<file path="src/rtl/brp_pkg.sv">
// Shared definitions for the gshare branch predictor slice: default widths,
// resolve-FSM state encodings, the prediction record layout and the BHT index
// helper used on the predictor side.
package brp_pkg;

  localparam int PC_W_DEF  = 32;
  localparam int IDX_W_DEF = 8;

  // Resolve FSM encodings, kept as plain constants for older tools.
  localparam logic ST_RUN   = 1'b0;
  localparam logic ST_FLUSH = 1'b1;

  // One in-flight prediction, as captured at fetch, at the default widths.
  typedef struct packed {
    logic [PC_W_DEF-1:0] pc;
    logic                taken;
    logic [PC_W_DEF-1:0] target;
  } pred_rec_t;

  // Word-aligned PC bits that address the BHT at the default widths.
  function automatic logic [IDX_W_DEF-1:0] bht_idx(input logic [PC_W_DEF-1:0] pc);
    return pc[IDX_W_DEF+1:2];
  endfunction

endpackage

</file>
<file path="src/rtl/brq_fifo.sv">
// In-order queue of outstanding prediction records. Pointers carry one extra
// wrap bit so full and empty can be told apart without a separate counter.
// Clear wins over push and pop so a mispredict drops every younger record.
module brq_fifo
  import brp_pkg::*;
#(
  parameter int WIDTH = 65,
  parameter int DEPTH = 4
) (
  input  logic             clk,
  input  logic             rst_n,
  input  logic             push,
  input  logic [WIDTH-1:0] push_data,
  input  logic             pop,
  input  logic             clear,
  output logic [WIDTH-1:0] head_data,
  output logic             full,
  output logic             empty
);

  localparam int AW = $clog2(DEPTH);

  logic [WIDTH-1:0] mem [DEPTH];
  logic [AW:0]      wr_ptr;
  logic [AW:0]      rd_ptr;

  assign full      = (wr_ptr[AW] != rd_ptr[AW]) && (wr_ptr[AW-1:0] == rd_ptr[AW-1:0]);
  assign empty     = (wr_ptr == rd_ptr);
  assign head_data = mem[rd_ptr[AW-1:0]];

  // Pointer bookkeeping; the caller only pushes when not full and pops when not empty.
  always_ff @(posedge clk or negedge rst_n) begin
    if (!rst_n) begin
      wr_ptr <= '0;
      rd_ptr <= '0;
    end else if (clear) begin
      wr_ptr <= '0;
      rd_ptr <= '0;
    end else begin
      if (push) wr_ptr <= wr_ptr + 1'b1;
      if (pop)  rd_ptr <= rd_ptr + 1'b1;
    end
  end

  // Record storage; contents are only meaningful between the pointers, so no reset.
  always_ff @(posedge clk) begin
    if (push) mem[wr_ptr[AW-1:0]] <= push_data;
  end

endmodule

</file>
<file path="src/rtl/branch_resolve_unit.sv">
// Resolve side of the gshare predictor. Matches each EX outcome against the
// oldest queued prediction, trains the BHT/GHR through a registered update
// pulse, and on a mispredict flushes the pipeline, redirects fetch and spends
// one cycle in FLUSH so the wrong-path push already in flight is dropped.
module branch_resolve_unit
  import brp_pkg::*;
#(
  parameter int PC_W  = PC_W_DEF,
  parameter int IDX_W = IDX_W_DEF,
  parameter int DEPTH = 4,
  parameter int CNT_W = 16
) (
  input  logic             clk,
  input  logic             rst_n,
  input  logic             pred_valid,
  output logic             pred_ready,
  input  logic [PC_W-1:0]  pred_pc,
  input  logic             pred_taken,
  input  logic [PC_W-1:0]  pred_target,
  input  logic             res_valid,
  input  logic             res_taken,
  input  logic [PC_W-1:0]  res_target,
  output logic             upd_valid,
  output logic [IDX_W-1:0] upd_address,
  output logic             upd_taken,
  output logic             flush,
  output logic [PC_W-1:0]  redirect_pc,
  output logic [CNT_W-1:0] branch_cnt,
  output logic [CNT_W-1:0] mispred_cnt,
  output logic             proto_err
);

  localparam int REC_W = 2 * PC_W + 1;

  typedef struct packed {
    logic [PC_W-1:0] pc;
    logic            taken;
    logic [PC_W-1:0] target;
  } rec_t;

  logic state;
  logic full;
  logic empty;
  rec_t push_rec;
  rec_t head_rec;
  logic [REC_W-1:0] head_bits;

  logic do_push;
  logic do_resolve;
  logic mis;
  logic empty_res;
  logic [PC_W-1:0] next_redirect;

  assign push_rec = '{pc: pred_pc, taken: pred_taken, target: pred_target};
  assign head_rec = rec_t'(head_bits);

  assign pred_ready = (state == ST_RUN) && !full;

  // Decide this cycle's queue actions and whether the head was mispredicted.
  always_comb begin
    do_resolve    = 1'b0;
    mis           = 1'b0;
    empty_res     = 1'b0;
    do_push       = 1'b0;
    next_redirect = res_target;
    if (state == ST_RUN && res_valid) begin
      if (empty) begin
        empty_res = 1'b1;
      end else begin
        do_resolve = 1'b1;
        mis = (head_rec.taken != res_taken) ||
              (res_taken && (head_rec.target != res_target));
      end
    end
    if (!res_taken) next_redirect = head_rec.pc + PC_W'(4);
    do_push = pred_valid && pred_ready && !(do_resolve && mis);
  end

  brq_fifo #(
    .WIDTH (REC_W),
    .DEPTH (DEPTH)
  ) u_fifo (
    .clk       (clk),
    .rst_n     (rst_n),
    .push      (do_push),
    .push_data (push_rec),
    .pop       (do_resolve),
    .clear     (do_resolve && mis),
    .head_data (head_bits),
    .full      (full),
    .empty     (empty)
  );

  // RUN/FLUSH sequencing: a mispredict buys exactly one FLUSH cycle.
  always_ff @(posedge clk or negedge rst_n) begin
    if (!rst_n) begin
      state <= ST_RUN;
    end else if (state == ST_FLUSH) begin
      state <= ST_RUN;
    end else if (do_resolve && mis) begin
      state <= ST_FLUSH;
    end
  end

  // Registered training and redirect outputs; pulses last one cycle, the rest hold.
  always_ff @(posedge clk or negedge rst_n) begin
    if (!rst_n) begin
      upd_valid   <= 1'b0;
      upd_address <= '0;
      upd_taken   <= 1'b0;
      flush       <= 1'b0;
      redirect_pc <= '0;
    end else begin
      upd_valid <= do_resolve;
      flush     <= do_resolve && mis;
      if (do_resolve) begin
        upd_address <= head_rec.pc[IDX_W+1:2];
        upd_taken   <= res_taken;
      end
      if (do_resolve && mis) redirect_pc <= next_redirect;
    end
  end

  // Saturating statistics and the sticky protocol-error flag.
  always_ff @(posedge clk or negedge rst_n) begin
    if (!rst_n) begin
      branch_cnt  <= '0;
      mispred_cnt <= '0;
      proto_err   <= 1'b0;
    end else begin
      if (do_resolve && (branch_cnt != {CNT_W{1'b1}}))
        branch_cnt <= branch_cnt + 1'b1;
      if (do_resolve && mis && (mispred_cnt != {CNT_W{1'b1}}))
        mispred_cnt <= mispred_cnt + 1'b1;
      if (empty_res) proto_err <= 1'b1;
    end
  end

endmodule

</file>
<file path="config.mk">
export PLATFORM = sky130hd
export DESIGN_NAME = branch_resolve_unit
export DESIGN_NICKNAME = d
export VERILOG_FILES = /design/src/rtl/brp_pkg.sv /design/src/rtl/brq_fifo.sv /design/src/rtl/branch_resolve_unit.sv
export SDC_FILE = /design/constraint.sdc
export NUM_CORES = 1
export LEC_CHECK = 0
export ABC_AREA = 1
export BUFFER_PORTS_ARGS = -buffer_cell sky130_fd_sc_hd__buf_2
export CAP_MARGIN = 0
export CORE_ASPECT_RATIO = 1.4
export CORE_MARGIN = 2
export CORE_UTILIZATION = 35
export CTS_BUF_LIST = sky130_fd_sc_hd__clkbuf_2 sky130_fd_sc_hd__clkbuf_4 sky130_fd_sc_hd__clkbuf_8
export DETAILED_ROUTE_END_ITERATION = 8
export GPL_TIMING_DRIVEN = 0
export HOLD_SLACK_MARGIN = 0.12
export PLACE_DENSITY = 0.55
export SYNTH_ARGS = -nofsm -noshare
export SYNTH_HDL_FRONTEND = slang
export SYNTH_SLANG_ARGS = --single-unit
</file>
<file path="constraint.sdc">
create_clock -name clk -period 6.5 [get_ports clk]
set_input_delay 0.325 -clock clk [delete_from_list [all_inputs] [get_ports clk]]
set_output_delay 0.325 -clock clk [all_outputs]
set_load 0.05 [all_outputs]
</file>
==> impl_metrics.csv <==
group,metric,value,unit
setup_path,cp-start-kind,"register",
synthesis,synth_edf_count,260,
floorplan,initial_core_util,35.4,%
floorplan,fp.dieH,254,um
synthesis,synthTopCellsByCount,"624 x nand2_1, 260 x edfxtp_1, 178 x nand3_1",
detailed_routing,antenna_left,0,
global_routing,grt_pass1_vias,11895,
clocking,worstSkewPairLatency,0.64,ns
synthesis,synth_area_leader_cell,"edfxtp_1",
synthesis,async_reset_ff_share,24.2,%
sta,max_freq,257,MHz
synthesis,synth_nets,1696,
sta,finClkSkew,0.0451,ns
placed_design,gp_congestion,0.909,
power_and_ir_drop,p_per_area,457,nW/um^2
synthesis,synthesis.area,15600,um^2
clocking,cts.reportedPaths.clkPinSlew,0.07,ns
global_routing,use_met2,34.2,%
global_routing,grt_busiest_layer,"met2",
power_and_ir_drop,p_leak,8.39,nW
floorplan,die_w,182,um
outcome,status,"finished, final reports clean",
synthesis,synth.area.top_cells,"edfxtp_1 50%, nand2_1 15%, dfrtp_1 13%, nand3_1 5.7%, nor2_1 2.4%",
clocking,cts_tree,"built",
floorplan,num_io_pins,179,
sta,period_needed,3.89,ns
synthesis,seq_area_frac_synth,63.4,%
placed_design,preCtsSetupSlack,2.61,ns
finish,multi_input_area,5030,um^2
sta,post-route-period-util,59.9,%
global_routing,grt_pass1_wl,70100,um
finish,syn_to_final_growth,24.9,%
floorplan,std_cell_rows,91,
sta,hold_slack,0.153,ns
setup_path,critPathArrivalTime,4.19,ns
setup_path,end_kind,"register",
detailed_routing,drc_errors,0,
detailed_routing,via_per_inst,4.81,
synthesis,synth.distinct_cells,36,
clocking,cts_htree_levels,2,
synthesis,synth_most_common_cell,"nand2_1",
finish,post-route-util,44.2,%
synthesis,syn_inst,1586,
sta,grt_setup_unrepaired,"false",
setup_path,critPathRequiredTime,6.80,ns
sta,slew-limit-headroom,46.4,%
synthesis,syn_avg_cell_area,9.83,um^2
hold_path,hold_class,"in -> reg",
sta,hold_viol_final,0,
clocking,cts_buffers,53,
synthesis,ys.warnings.count,0,
finish,fillers,4186,
placed_design,io_buffers,177,
global_routing,antenna_found_initial,1,
detailed_routing,drtIter0Drc,765,
global_routing,overflow,0,
synthesis,synth_top_cell_area_share,50.1,%
setup_path,worstPathMaxFanout,27,
global_routing,grt_max_degree,69,
global_routing,gr-usage-all-layers,20.2,%
sta,drv_slew,0,
placed_design,dp_hpwl,33600,um
floorplan,die-area,46300,um^2
clocking,cts.repair_timing.setup_buffer_count,0,
sta,setup_ws,2.61,ns
global_routing,grt_use_met1,25.7,%
detailed_routing,drt_pass1_iterations,7,
synthesis,ys_ff_latch,343,
finish,nNetsFinal,2023,
detailed_routing,routedWlPerCell,18.5,um
clocking,clk_path_buf_depth,3,
finish,drive_above_1_share,18.0,%
floorplan,core-area,44100,um^2
synthesis,ys.flop_type,"edfxtp_1",
global_routing,met3_usage,3.02,%
sta,tightestPinTransition,0.801,ns
clocking,cts_sinks,343,
power_and_ir_drop,power,0.00891,W
finish,seq_area,9880,um^2
job,cap_violations,0,
sta,setup_violations,0,
power_and_ir_drop,peakVddDrop,0.181,mV
clocking,ctsRootBufferMaster,"clkbuf_8",
detailed_routing,via_count,12108,
setup_path,crit_type,"reg -> reg",
detailed_routing,routed_wl,46600,um
placed cells by master, fill, tap and decap left out, drive strengths merged, types with 9 or more instances in the layout:
cell type / count
nand2: 628
edfxtp: 260
buf: 236
nand3: 181
nor2: 110
dlygate4sd3: 86
inv: 84
dfrtp: 83
clkbuf: 77
o21ai: 43
nand4: 35
clkinv: 24
xor2: 22
xnor2: 21
nand3b: 19
bufinv: 9
worst paths after layout:
check	from	cells after the start	slack (ns)	to
min	res_target[22]	5	0.15	redirect_pc[22]
min reg2reg	redirect_pc[31]	2	0.48	redirect_pc[31]
max	u_fifo.rd_ptr[1]	14	2.61	u_fifo.mem[1][62]
max reg2reg	u_fifo.rd_ptr[1]	14	2.61	u_fifo.mem[1][62]
max in group asynchronous	rst_n	3	5.05	branch_cnt[5]
min in group asynchronous	rst_n	3	0.30	upd_address[3]
sequential cells by signal (all words and copies together) (netlist names):
name           count
redirect_pc       32
proto_err          1
upd_taken          1
upd_valid          1
u_fifo.wr_ptr      3
upd_address        8
mispred_cnt       16
branch_cnt        16
u_fifo.mem       260
flush              1
state              1
u_fifo.rd_ptr      3
critical path: stages (launching register included):
cell	delay (ns)
dfrtp_1	0.44
inv_2	0.09
clkbuf_1	0.45
nand3_1	0.13
nand2_1	0.20
o21ai_0	0.11
nor2_1	0.19
nand3_1	0.12
nor2_1	0.13
nand3_2	0.19
nand2_1	0.15
buf_6	0.18
nand2_1	0.21
nor2_4	0.62
buf_12	0.29
per-layer routing:
metal | up-vias | part of all wire, %
met1 | 5722 | 43
met5 | - | 0
met3 | 83 | 4.7
met4 | 0 | 4.0
li1 | 5979 | -
met2 | 324 | 48
area by class of cell:
type / count / area share, %
Inverter: 82 / 1.59
Clock inverter: 36 / 2.11
Timing Repair Buffer: 272 / 9.94
Antenna cell: 1 / 0.0128
Sequential cell: 343 / 50.7
Clock buffer: 64 / 4.17
Multi-Input combinational cell: 1098 / 25.8
Buffer: 63 / 2.05
Tap cell: 558 / 3.58
stage by stage:
stage	instance area (um^2)	instances	TNS, ns
finish	19500	2517	0
global route	19500	2517	0
CTS	19500	2516	0
detailed placement	17400	2330	0
global placement	17200	2321	-476.16
floorplan	15600	1586	0
kinds of logic after synthesis:
kind of cell	share of synthesized area [%]
adders and majority gates	0.642
buffers and inverters	4.56
xor gates and xnor gates	2.41
muxes	0.193
and+or+nand+nor	26.7
DFF	63.4
AOI/OAI and AO/OA	2.10
power breakdown:
| group | switching, W | total [W] | internal [W] |
|---|---|---|---|
| sequential | 0.000210 | 0.00307 | 0.00286 |
| clock | 0.000871 | 0.00207 | 0.00120 |
| combinational | 0.00274 | 0.00378 | 0.00104 |
| total | 0.00382 | 0.00891 | 0.00509 |
timing repair:
| item | CTS | global route |
|---|---|---|
| setup endpoints to repair | 0 | 0 |
| hold endpoints to repair | 363 | 0 |
| hold buffers | 86 | 0 |
| resized for setup | 0 | 0 |
Note: power is estimated with default switching activity, not from simulation.
